**src/rtl/ex_flag_stage_if.sv**
```systemverilog
// EX -> EX/MEM boundary bundle: the execute-stage result and control coming in,
// and the registered result, committed flags and branch decision going out.
interface ex_flag_stage_if #(
    parameter int DW = 16
);
    logic          ex_valid;
    logic [3:0]    ex_op;
    logic [DW-1:0] ex_result;
    logic          ex_ovfl;
    logic          stall;
    logic          flush;
    logic [2:0]    br_ccc;

    logic          mem_valid;
    logic [DW-1:0] mem_result;
    logic          flag_n;
    logic          flag_z;
    logic          flag_v;
    logic          br_taken;

    // Producer side: the EX stage / pipeline control driving this block.
    modport master (
        output ex_valid, ex_op, ex_result, ex_ovfl, stall, flush, br_ccc,
        input  mem_valid, mem_result, flag_n, flag_z, flag_v, br_taken
    );

    // The flag stage itself.
    modport slave (
        input  ex_valid, ex_op, ex_result, ex_ovfl, stall, flush, br_ccc,
        output mem_valid, mem_result, flag_n, flag_z, flag_v, br_taken
    );
endinterface

```
**src/rtl/ex_flag_stage.sv**
```systemverilog
// EX/MEM boundary register plus the architectural N/Z/V flag register.
// Branch condition for the instruction in decode is evaluated combinationally,
// optionally seeing the flags the current EX instruction is about to write.
module ex_flag_stage #(
    parameter int DW          = 16,
    parameter bit FLAG_BYPASS = 1'b1
) (
    input  logic              clk,
    input  logic              rst_n,
    ex_flag_stage_if.slave    bus
);

    localparam logic [3:0] OP_ADD    = 4'b0000;
    localparam logic [3:0] OP_SUB    = 4'b0001;
    localparam logic [3:0] OP_XOR    = 4'b0010;
    localparam logic [3:0] OP_SLL    = 4'b0100;
    localparam logic [3:0] OP_SRA    = 4'b0101;
    localparam logic [3:0] OP_ROR    = 4'b0110;

    logic          r_mem_valid;
    logic [DW-1:0] r_mem_result;
    logic          r_flag_n;
    logic          r_flag_z;
    logic          r_flag_v;

    logic          w_we;
    logic          w_wr_nv;
    logic          w_wr_z;
    logic          w_new_n;
    logic          w_new_z;
    logic          w_new_v;
    logic          w_byp_nv;
    logic          w_byp_z;
    logic          w_nn;
    logic          w_nz;
    logic          w_nv;
    logic          w_br_taken;

    // A stalled or flushed instruction never commits anything.
    assign w_we    = bus.ex_valid & ~bus.stall & ~bus.flush;

    // Arithmetic ops own all three flags; logic/shift ops only touch Z.
    assign w_wr_nv = (bus.ex_op == OP_ADD) || (bus.ex_op == OP_SUB);
    assign w_wr_z  = w_wr_nv ||
                     (bus.ex_op == OP_XOR) || (bus.ex_op == OP_SLL) ||
                     (bus.ex_op == OP_SRA) || (bus.ex_op == OP_ROR);

    // Z is taken from the saturated result, so a saturated overflow is never zero.
    assign w_new_n = bus.ex_result[DW-1];
    assign w_new_z = (bus.ex_result == '0);
    assign w_new_v = bus.ex_ovfl;

    // Flag register: only the flags owned by the EX opcode change.
    always_ff @(posedge clk or negedge rst_n) begin
        if (!rst_n) begin
            r_flag_n <= 1'b0;
            r_flag_z <= 1'b0;
            r_flag_v <= 1'b0;
        end else if (w_we) begin
            if (w_wr_nv) begin
                r_flag_n <= w_new_n;
                r_flag_v <= w_new_v;
            end
            if (w_wr_z) begin
                r_flag_z <= w_new_z;
            end
        end
    end

    // EX/MEM register: flush kills valid, stall freezes, bubbles keep the old result.
    always_ff @(posedge clk or negedge rst_n) begin
        if (!rst_n) begin
            r_mem_valid  <= 1'b0;
            r_mem_result <= '0;
        end else if (bus.flush) begin
            r_mem_valid  <= 1'b0;
        end else if (!bus.stall) begin
            r_mem_valid <= bus.ex_valid;
            if (bus.ex_valid) begin
                r_mem_result <= bus.ex_result;
            end
        end
    end

    // Forward the in-flight flag values so a dependent branch need not wait a cycle.
    assign w_byp_nv = FLAG_BYPASS && w_we && w_wr_nv;
    assign w_byp_z  = FLAG_BYPASS && w_we && w_wr_z;
    assign w_nn     = w_byp_nv ? w_new_n : r_flag_n;
    assign w_nv     = w_byp_nv ? w_new_v : r_flag_v;
    assign w_nz     = w_byp_z  ? w_new_z : r_flag_z;

    // Branch condition decode; every code yields a defined value.
    always_comb begin
        w_br_taken = 1'b0;
        case (bus.br_ccc)
            3'b000:  w_br_taken = ~w_nz;
            3'b001:  w_br_taken = w_nz;
            3'b010:  w_br_taken = ~w_nz & ~w_nn;
            3'b011:  w_br_taken = w_nn;
            3'b100:  w_br_taken = w_nz | (~w_nz & ~w_nn);
            3'b101:  w_br_taken = w_nn | w_nz;
            3'b110:  w_br_taken = w_nv;
            default: w_br_taken = 1'b1;
        endcase
    end

    assign bus.mem_valid  = r_mem_valid;
    assign bus.mem_result = r_mem_result;
    assign bus.flag_n     = r_flag_n;
    assign bus.flag_z     = r_flag_z;
    assign bus.flag_v     = r_flag_v;
    assign bus.br_taken   = w_br_taken;

endmodule

```
**src/flat_wrapper.sv**
```systemverilog
// flat-port wrapper written by rule: the top's interface ports become plain ports
module ex_flag_stage_flat 
#(
    parameter int DW          = 16,
    parameter bit FLAG_BYPASS = 1'b1
)
  (clk, rst_n, bus_ex_valid, bus_ex_op, bus_ex_result, bus_ex_ovfl, bus_stall, bus_flush, bus_br_ccc, bus_mem_valid, bus_mem_result, bus_flag_n, bus_flag_z, bus_flag_v, bus_br_taken);
  ex_flag_stage_if #(.DW(DW)) bus_i ();
  input  logic clk;
  input  logic rst_n;
  input wire logic [$bits(bus_i.ex_valid)-1:0] bus_ex_valid;
  input wire logic [$bits(bus_i.ex_op)-1:0] bus_ex_op;
  input wire logic [$bits(bus_i.ex_result)-1:0] bus_ex_result;
  input wire logic [$bits(bus_i.ex_ovfl)-1:0] bus_ex_ovfl;
  input wire logic [$bits(bus_i.stall)-1:0] bus_stall;
  input wire logic [$bits(bus_i.flush)-1:0] bus_flush;
  input wire logic [$bits(bus_i.br_ccc)-1:0] bus_br_ccc;
  output wire logic [$bits(bus_i.mem_valid)-1:0] bus_mem_valid;
  output wire logic [$bits(bus_i.mem_result)-1:0] bus_mem_result;
  output wire logic [$bits(bus_i.flag_n)-1:0] bus_flag_n;
  output wire logic [$bits(bus_i.flag_z)-1:0] bus_flag_z;
  output wire logic [$bits(bus_i.flag_v)-1:0] bus_flag_v;
  output wire logic [$bits(bus_i.br_taken)-1:0] bus_br_taken;
  assign bus_i.ex_valid = bus_ex_valid;
  assign bus_i.ex_op = bus_ex_op;
  assign bus_i.ex_result = bus_ex_result;
  assign bus_i.ex_ovfl = bus_ex_ovfl;
  assign bus_i.stall = bus_stall;
  assign bus_i.flush = bus_flush;
  assign bus_i.br_ccc = bus_br_ccc;
  assign bus_mem_valid = bus_i.mem_valid;
  assign bus_mem_result = bus_i.mem_result;
  assign bus_flag_n = bus_i.flag_n;
  assign bus_flag_z = bus_i.flag_z;
  assign bus_flag_v = bus_i.flag_v;
  assign bus_br_taken = bus_i.br_taken;
  ex_flag_stage #(.DW(DW), .FLAG_BYPASS(FLAG_BYPASS)) u_core (.clk(clk), .rst_n(rst_n), .bus(bus_i));
endmodule
```
**config.mk**
```make
export PLATFORM = sky130hd
export DESIGN_NAME = ex_flag_stage_flat
export DESIGN_NICKNAME = d
export VERILOG_FILES = /design/src/rtl/ex_flag_stage_if.sv /design/src/rtl/ex_flag_stage.sv /design/src/flat_wrapper.sv
export SDC_FILE = /design/constraint.sdc
export NUM_CORES = 1
export LEC_CHECK = 0
export BUFFER_PORTS_ARGS = -buffer_cell sky130_fd_sc_hd__clkbuf_2
export CAP_MARGIN = 15
export CORE_MARGIN = 10
export CORE_UTILIZATION = 39
export DETAILED_ROUTE_END_ITERATION = 7
export HOLD_SLACK_MARGIN = 0.12
export PLACE_DENSITY = 0.78
export SYNTH_ARGS = -nofsm -noshare
export SYNTH_HDL_FRONTEND = slang
export SYNTH_SLANG_ARGS = --single-unit
```
**constraint.sdc**
```tcl
create_clock -name clk -period 1.75 [get_ports clk]
set_clock_uncertainty 0.2 [all_clocks]
set_input_delay 0.2625 -clock clk [delete_from_list [all_inputs] [get_ports clk]]
set_output_delay 0.2625 -clock clk [all_outputs]
set_load 0.005 [all_outputs]
```
==> results.cfg, run 1 <==
[route]
drt-total-wl_mm = 2.69
firstDrtPassIters = 4
wl_per_cell_um = 15.4
vias = 854
drtIter0Drc = 22
drc_errors = 0
drtAntennaViolNets = 0
viasPerCell = 4.91

[finish]
num_antenna_cells = 0
syn2layout_area_growth_pct = 69.7
nNetsFinal = 176
drive_gt1_share_pct = 62.3
utilization_pct = 70.5
fin_cells = 174
nFillCells = 173

[placed_design]
dp_hpwl_mm = 2.03
dp.cells = 148
place_ws_ns = -0.381
portBuffers = 49
gp_congestion = 0.795

[power_and_ir_drop]
total_power_mw = 1.22
power.density_mw_per_mm2 = 768
peakVddDrop_v = 0.000653
power_frac_comb_pct = 30.8
p_seq_share_pct = 48.1
leakagePower_nw = 0.744
clkPwrFrac_pct = 21.1
p_switching_uw = 323
p_int_uw = 898
swShare_pct = 26.5

[sta]
maxSlewHeadroom_pct = 66.5
worst_slack_ns = -0.317
hold_viol = 0
rsz0062_at_grt = yes
worstMarginPinSlew_ns = 0.503
finalSetupViolCount = 1
fmax_ghz = 0.484
min_period_ns = 2.07
hold_slack_ns = 0.129
slew_violations = 0
fin_crit_sh_pct = 118

[synth]
synth_top_area_share_pct = 53.4
yosysTopAreaCell = dfrtp_1
syn_nets = 97
synthFlopType = dfrtp_1
yosysWarnings = 0
ys_top_cells_by_count = 20 x dfrtp_1, 17 x mux2_2, 4 x nor4_1
postSynthAreaPerCell_sq_um = 13.8
synth-async-reset-ratio_pct = 100
synth_cell_type_count = 26
synthCells = 68
synth_most_common_cell = dfrtp_1
synth-seq-cells = 20
ys_top_cells_by_area = dfrtp_1 53%, mux2_2 20%, nor4_1 2.7%
syn_area_sq_um = 937
ys_seq_area_share_pct = 53.4
synth_edf_count = 0

[die]
dieHeight_um = 69.0
start_util_pct = 41.6
fp.coreArea_sq_mm = 0.00225
die_w_um = 69.0
io_pins = 50
num_rows = 17
die_area_sq_mm = 0.00476

[hold_path]
hold_path.class = in2reg

[clock_network]
cts_buffer_depth = 2
htreeDepth = 1
worstSkewPairLatency_ns = 0.29
cts_made_buffers = 3
cts_tree = done
clkTransAtPathRegs_ns = 0.11
cts_root_buf = clkbuf_4
cts_sinks = 20

[outcome]
violations = negative setup slack
status = complete, but fails checks

[global_route]
grt_pass1_wl_mm = 4.48
antenna_found_initial = 0
grt_max_degree = 21
grt_pass1_vias = 990
grt_usage_pct = 11.0
overflow = 0

[worst_setup_path]
cp.required_ns = 1.29
critPathMaxFanout = 5
critPathKind = in2out
end_kind = output pin
reg2reg_slack_ns = 0.21
start_kind = input port
crit_arrival_ns = 1.60

[flow_run]
maxCapViolCount = 0
==> worst max-delay path, stage by stage <==
cell,delay [ns]
clkbuf_2,0.09
nor4_2,0.26
nand4_1,0.17
mux2i_4,0.24
o221ai_2,0.16
nor4_2,0.27
buf_2,0.15
==> final cells by class <==
type / count / area [sq um] / share of cell area [%]
timing repair buffer: 76 / 520 / 32.7
sequential: 20 / 500 / 31.5
multi-input combinational: 45 / 494 / 31.1
clock buffer: 4 / 36.3 / 2.28
tap: 28 / 35.0 / 2.20
inverter: 1 / 3.75 / 0.236
==> cells in the final DEF (no fill, tap or decap), types with 2 or more instances in the layout <==
cell | synthesis | routed
buf_6 | 1 | 4
nor2_1 | 2 | 2
nor3_1 | 2 | 2
dlygate4sd3_1 | 0 | 19
clkbuf_2 | 0 | 44
nand3b_1 | 2 | 2
nor3b_1 | 2 | 2
dfrtp_1 | 20 | 20
clkbuf_4 | 0 | 3
nor4_2 | 1 | 2
nor4_4 | 0 | 3
mux2_2 | 17 | 17
buf_4 | 0 | 8
==> power by group through the flow <==
stage / sequential (mW) / clock (mW) / combinational (mW)
5_1_grt: 0.599 / 0.299 / 0.416
3_3_place_gp: 0.591 / 0 / 0.304
3_5_place_dp: 0.596 / 0 / 0.312
4_1_cts: 0.588 / 0.271 / 0.357
6_report: 0.587 / 0.258 / 0.376
2_1_floorplan: 0.600 / 0 / 0.128
==> per-layer routing <==
metal | GRT usage [%] | vias up | part of all wire [%]
met3 | 5.56 | 2 | 10
met2 | 19.1 | 30 | 52
met4 | 3.33 | 0 | 0.48
met1 | 11.1 | 411 | 37
met5 | 0 | - | 0
li1 | - | 411 | -
==> per-stage QoR <==
stage | setup TNS, ns | area [sq um]
floorplan | -0.00285 | 968
global placement | -0.316 | 1270
detailed placement | -0.381 | 1270
CTS | -0.364 | 1510
global route | -0.484 | 1590
finish | -0.317 | 1590
==> sequential cells by signal (all words and copies together) (netlist names) <==
register and cells:
u_core.bus.flag_n 1, u_core.bus.flag_v 1, u_core.bus.flag_z 1, u_core.bus.mem_result 16
u_core.bus.mem_valid 1
==> logic make-up after synthesis <==
kind of cell,synth area share (%)
flops,53.4
simple gates,15.0
mux,23.9
compound gates,5.61
buf+inv,2.14
==> timing repair <==
item,CTS,global route
pin swaps,5,8
setup endpoints to repair,1,2
hold endpoints to repair,37,0
gates resized for setup,2,16
gates cloned,0,0
hold buffers,19,0
buffers inserted,0,3
==> final timing paths <==
kind | start | end | depth (start not counted)
max in group asynchronous | rst_n | u_core.bus.mem_result[3] | 2
min | bus_ex_result[7] | u_core.bus.flag_z | 4
max reg2reg | u_core.bus.flag_v | u_core.bus.flag_v | 2
min reg2reg | u_core.bus.mem_result[7] | u_core.bus.mem_result[7] | 1
max | bus_ex_result[10] | bus_br_taken | 7
min in group asynchronous | rst_n | u_core.bus.mem_result[2] | 2
Power figures use the tool's default switching activity.
==> run 2, diff against run 1 <==
--- a/config.mk
+++ b/config.mk
@@ -11,7 +11,7 @@
 export CORE_UTILIZATION = 39
 export DETAILED_ROUTE_END_ITERATION = 7
 export HOLD_SLACK_MARGIN = 0.12
-export PLACE_DENSITY = 0.78
+export PLACE_DENSITY = 0.74
 export SYNTH_ARGS = -nofsm -noshare
 export SYNTH_HDL_FRONTEND = slang
 export SYNTH_SLANG_ARGS = --single-unit
==> run 2 against run 1 <==
Against the previous run: the flow still finishes with violations (negative setup slack); register-to-register slack about the same; first-iteration DRC count rose to 2.6 times the previous value; largest power group unchanged; sequential cell count unchanged; worst hold slack better by 0.11 ns; sequential share of layout area up 0.68 points.
==> results.cfg, run 2 (synthesized netlist as in run 1, its figures left out) <==
[global_route]
antenna_found_initial = 0
grt_max_degree = 21
grt_usage_pct = 11.8
grt_pass1_wl_mm = 4.75
overflow = 0
grt_pass1_vias = 1031

[die]
die_w_um = 69.0
fp.coreArea_sq_mm = 0.00225
num_rows = 17
start_util_pct = 41.6
die_area_sq_mm = 0.00476
io_pins = 50
dieHeight_um = 69.0

[worst_setup_path]
critPathMaxFanout = 5
cp.required_ns = 1.29
cp_cell_sequence = clkbuf_2 > nor4_2 > nand4_1 > mux2i_4 > buf_4 > o221ai_2 > nor4_2 > clkbuf_2
crit_buf_inv = 3
end_kind = output pin
cp_slowest_cell = nor4_2
cp_top_family = simple AND/OR/NAND/NOR gates
critPathKind = in2out
critPathMaxStageDelay_ns = 0.30
start_kind = input port
crit_arrival_ns = 1.65

[outcome]
status = complete, but fails checks
violations = negative setup slack

[finish]
drive_gt1_share_pct = 60.5
num_antenna_cells = 0
largest_reg_flops = 16
syn2layout_area_growth_pct = 66.1
utilization_pct = 69.0
nNetsFinal = 177
layout_commonest_cell = clkbuf_2
final_cell_mix = 49 x clkbuf_2, 21 x dlygate4sd3_1, 20 x dfrtp_1

[clock_network]
htreeDepth = 1
worstSkewPairLatency_ns = 0.30
cts_tree = done
cts_made_buffers = 3
cts_root_buf = clkbuf_4
cts_sinks = 20
cts_buffer_depth = 2
clkTransAtPathRegs_ns = 0.11

[power_and_ir_drop]
p_seq_share_pct = 47.9
leakagePower_nw = 0.741
p_int_uw = 887
peakVddDrop_v = 0.000740
power.density_mw_per_mm2 = 789
swShare_pct = 27.8
power_frac_comb_pct = 29.8
p_switching_uw = 341
clkPwrFrac_pct = 22.3

[placed_design]
gp_congestion = 0.825
place_ws_ns = -0.389
dp_hpwl_mm = 2.12
portBuffers = 49

[route]
drt-total-wl_mm = 2.97
firstDrtPassIters = 4
drc_errors = 0
drtAntennaViolNets = 0
vias = 899
drtIter0Drc = 57
viasPerCell = 5.14
wl_per_cell_um = 16.9

[flow_run]
maxCapViolCount = 0

[sta]
min_period_ns = 2.11
maxSlewHeadroom_pct = 66.6
worst_slack_ns = -0.364
slew_violations = 0
fin_crit_sh_pct = 121
hold_viol = 0
worstMarginPinSlew_ns = 0.501
hold_slack_ns = 0.243
fmax_ghz = 0.473
finalSetupViolCount = 1
rsz0062_at_grt = yes

[hold_path]
hold_path.class = in2async
-- run 2: power by group through the flow --
stage          registers [mW]  logic, mW  clock network, mW
2_1_floorplan           0.600      0.128                  0
3_3_place_gp            0.591      0.304                  0
3_5_place_dp            0.597      0.312                  0
4_1_cts                 0.588      0.364              0.282
5_1_grt                 0.600      0.401              0.303
6_report                0.589      0.367              0.273
-- run 2: stage by stage --
step	total power, mW	instances	setup TNS, ns	area (sq um)
after detailed placement	0.909	148	-0.389	1270
final	1.23	175	-0.364	1560
after floorplan	0.728	68	-0.00285	968
after global placement	0.895	148	-0.310	1270
after CTS	1.23	175	-0.365	1540
after global routing	1.30	175	-0.459	1560
-- run 2: area by class of cell --
class | instances | area [sq um]
clock buffer | 4 | 36.3
fill | 186 | 698
inverter | 1 | 3.75
multi-input combinational | 45 | 473
sequential | 20 | 500
tap | 28 | 35.0
timing repair buffer | 77 | 508
-- run 2: final timing paths --
check                      slack [ns]  cells past startpoint                       end                startpoint
min in group clk                 0.26                      3         u_core.bus.flag_n         bus_ex_result[15]
max in group asynchronous        0.77                      2  u_core.bus.mem_result[2]                     rst_n
max                             -0.36                      8              bus_br_taken          bus_ex_result[1]
min                              0.24                      2  u_core.bus.mem_result[1]                     rst_n
max reg2reg                      0.21                      2         u_core.bus.flag_v         u_core.bus.flag_v
min reg2reg                      0.32                      1  u_core.bus.mem_result[8]  u_core.bus.mem_result[8]
-- run 2: worst register-to-register path: cells and delay by family, from the launching register on --
| family | cells | cell delay, ns |
|---|---|---|
| buffers and inverters | 1 | 0.56 |
| DFF | 1 | 0.40 |
| muxes | 1 | 0.28 |
-- run 2: what timing repair did --
item	CTS	global route
hold buffers	21	0
pin swaps	6	1
resized for setup	1	2
setup endpoints to repair	1	1
hold endpoints to repair	39	0
setup buffers	2	0
-- run 2: routing by layer --
layer / GRT usage, % / vias to the layer above / routed length (um)
li1: - / 414 / -
met1: 11.8 / 441 / 1110
met2: 20.9 / 42 / 1520
met3: 6.85 / 2 / 308
met4: 1.55 / 0 / 21
met5: 0 / - / 0
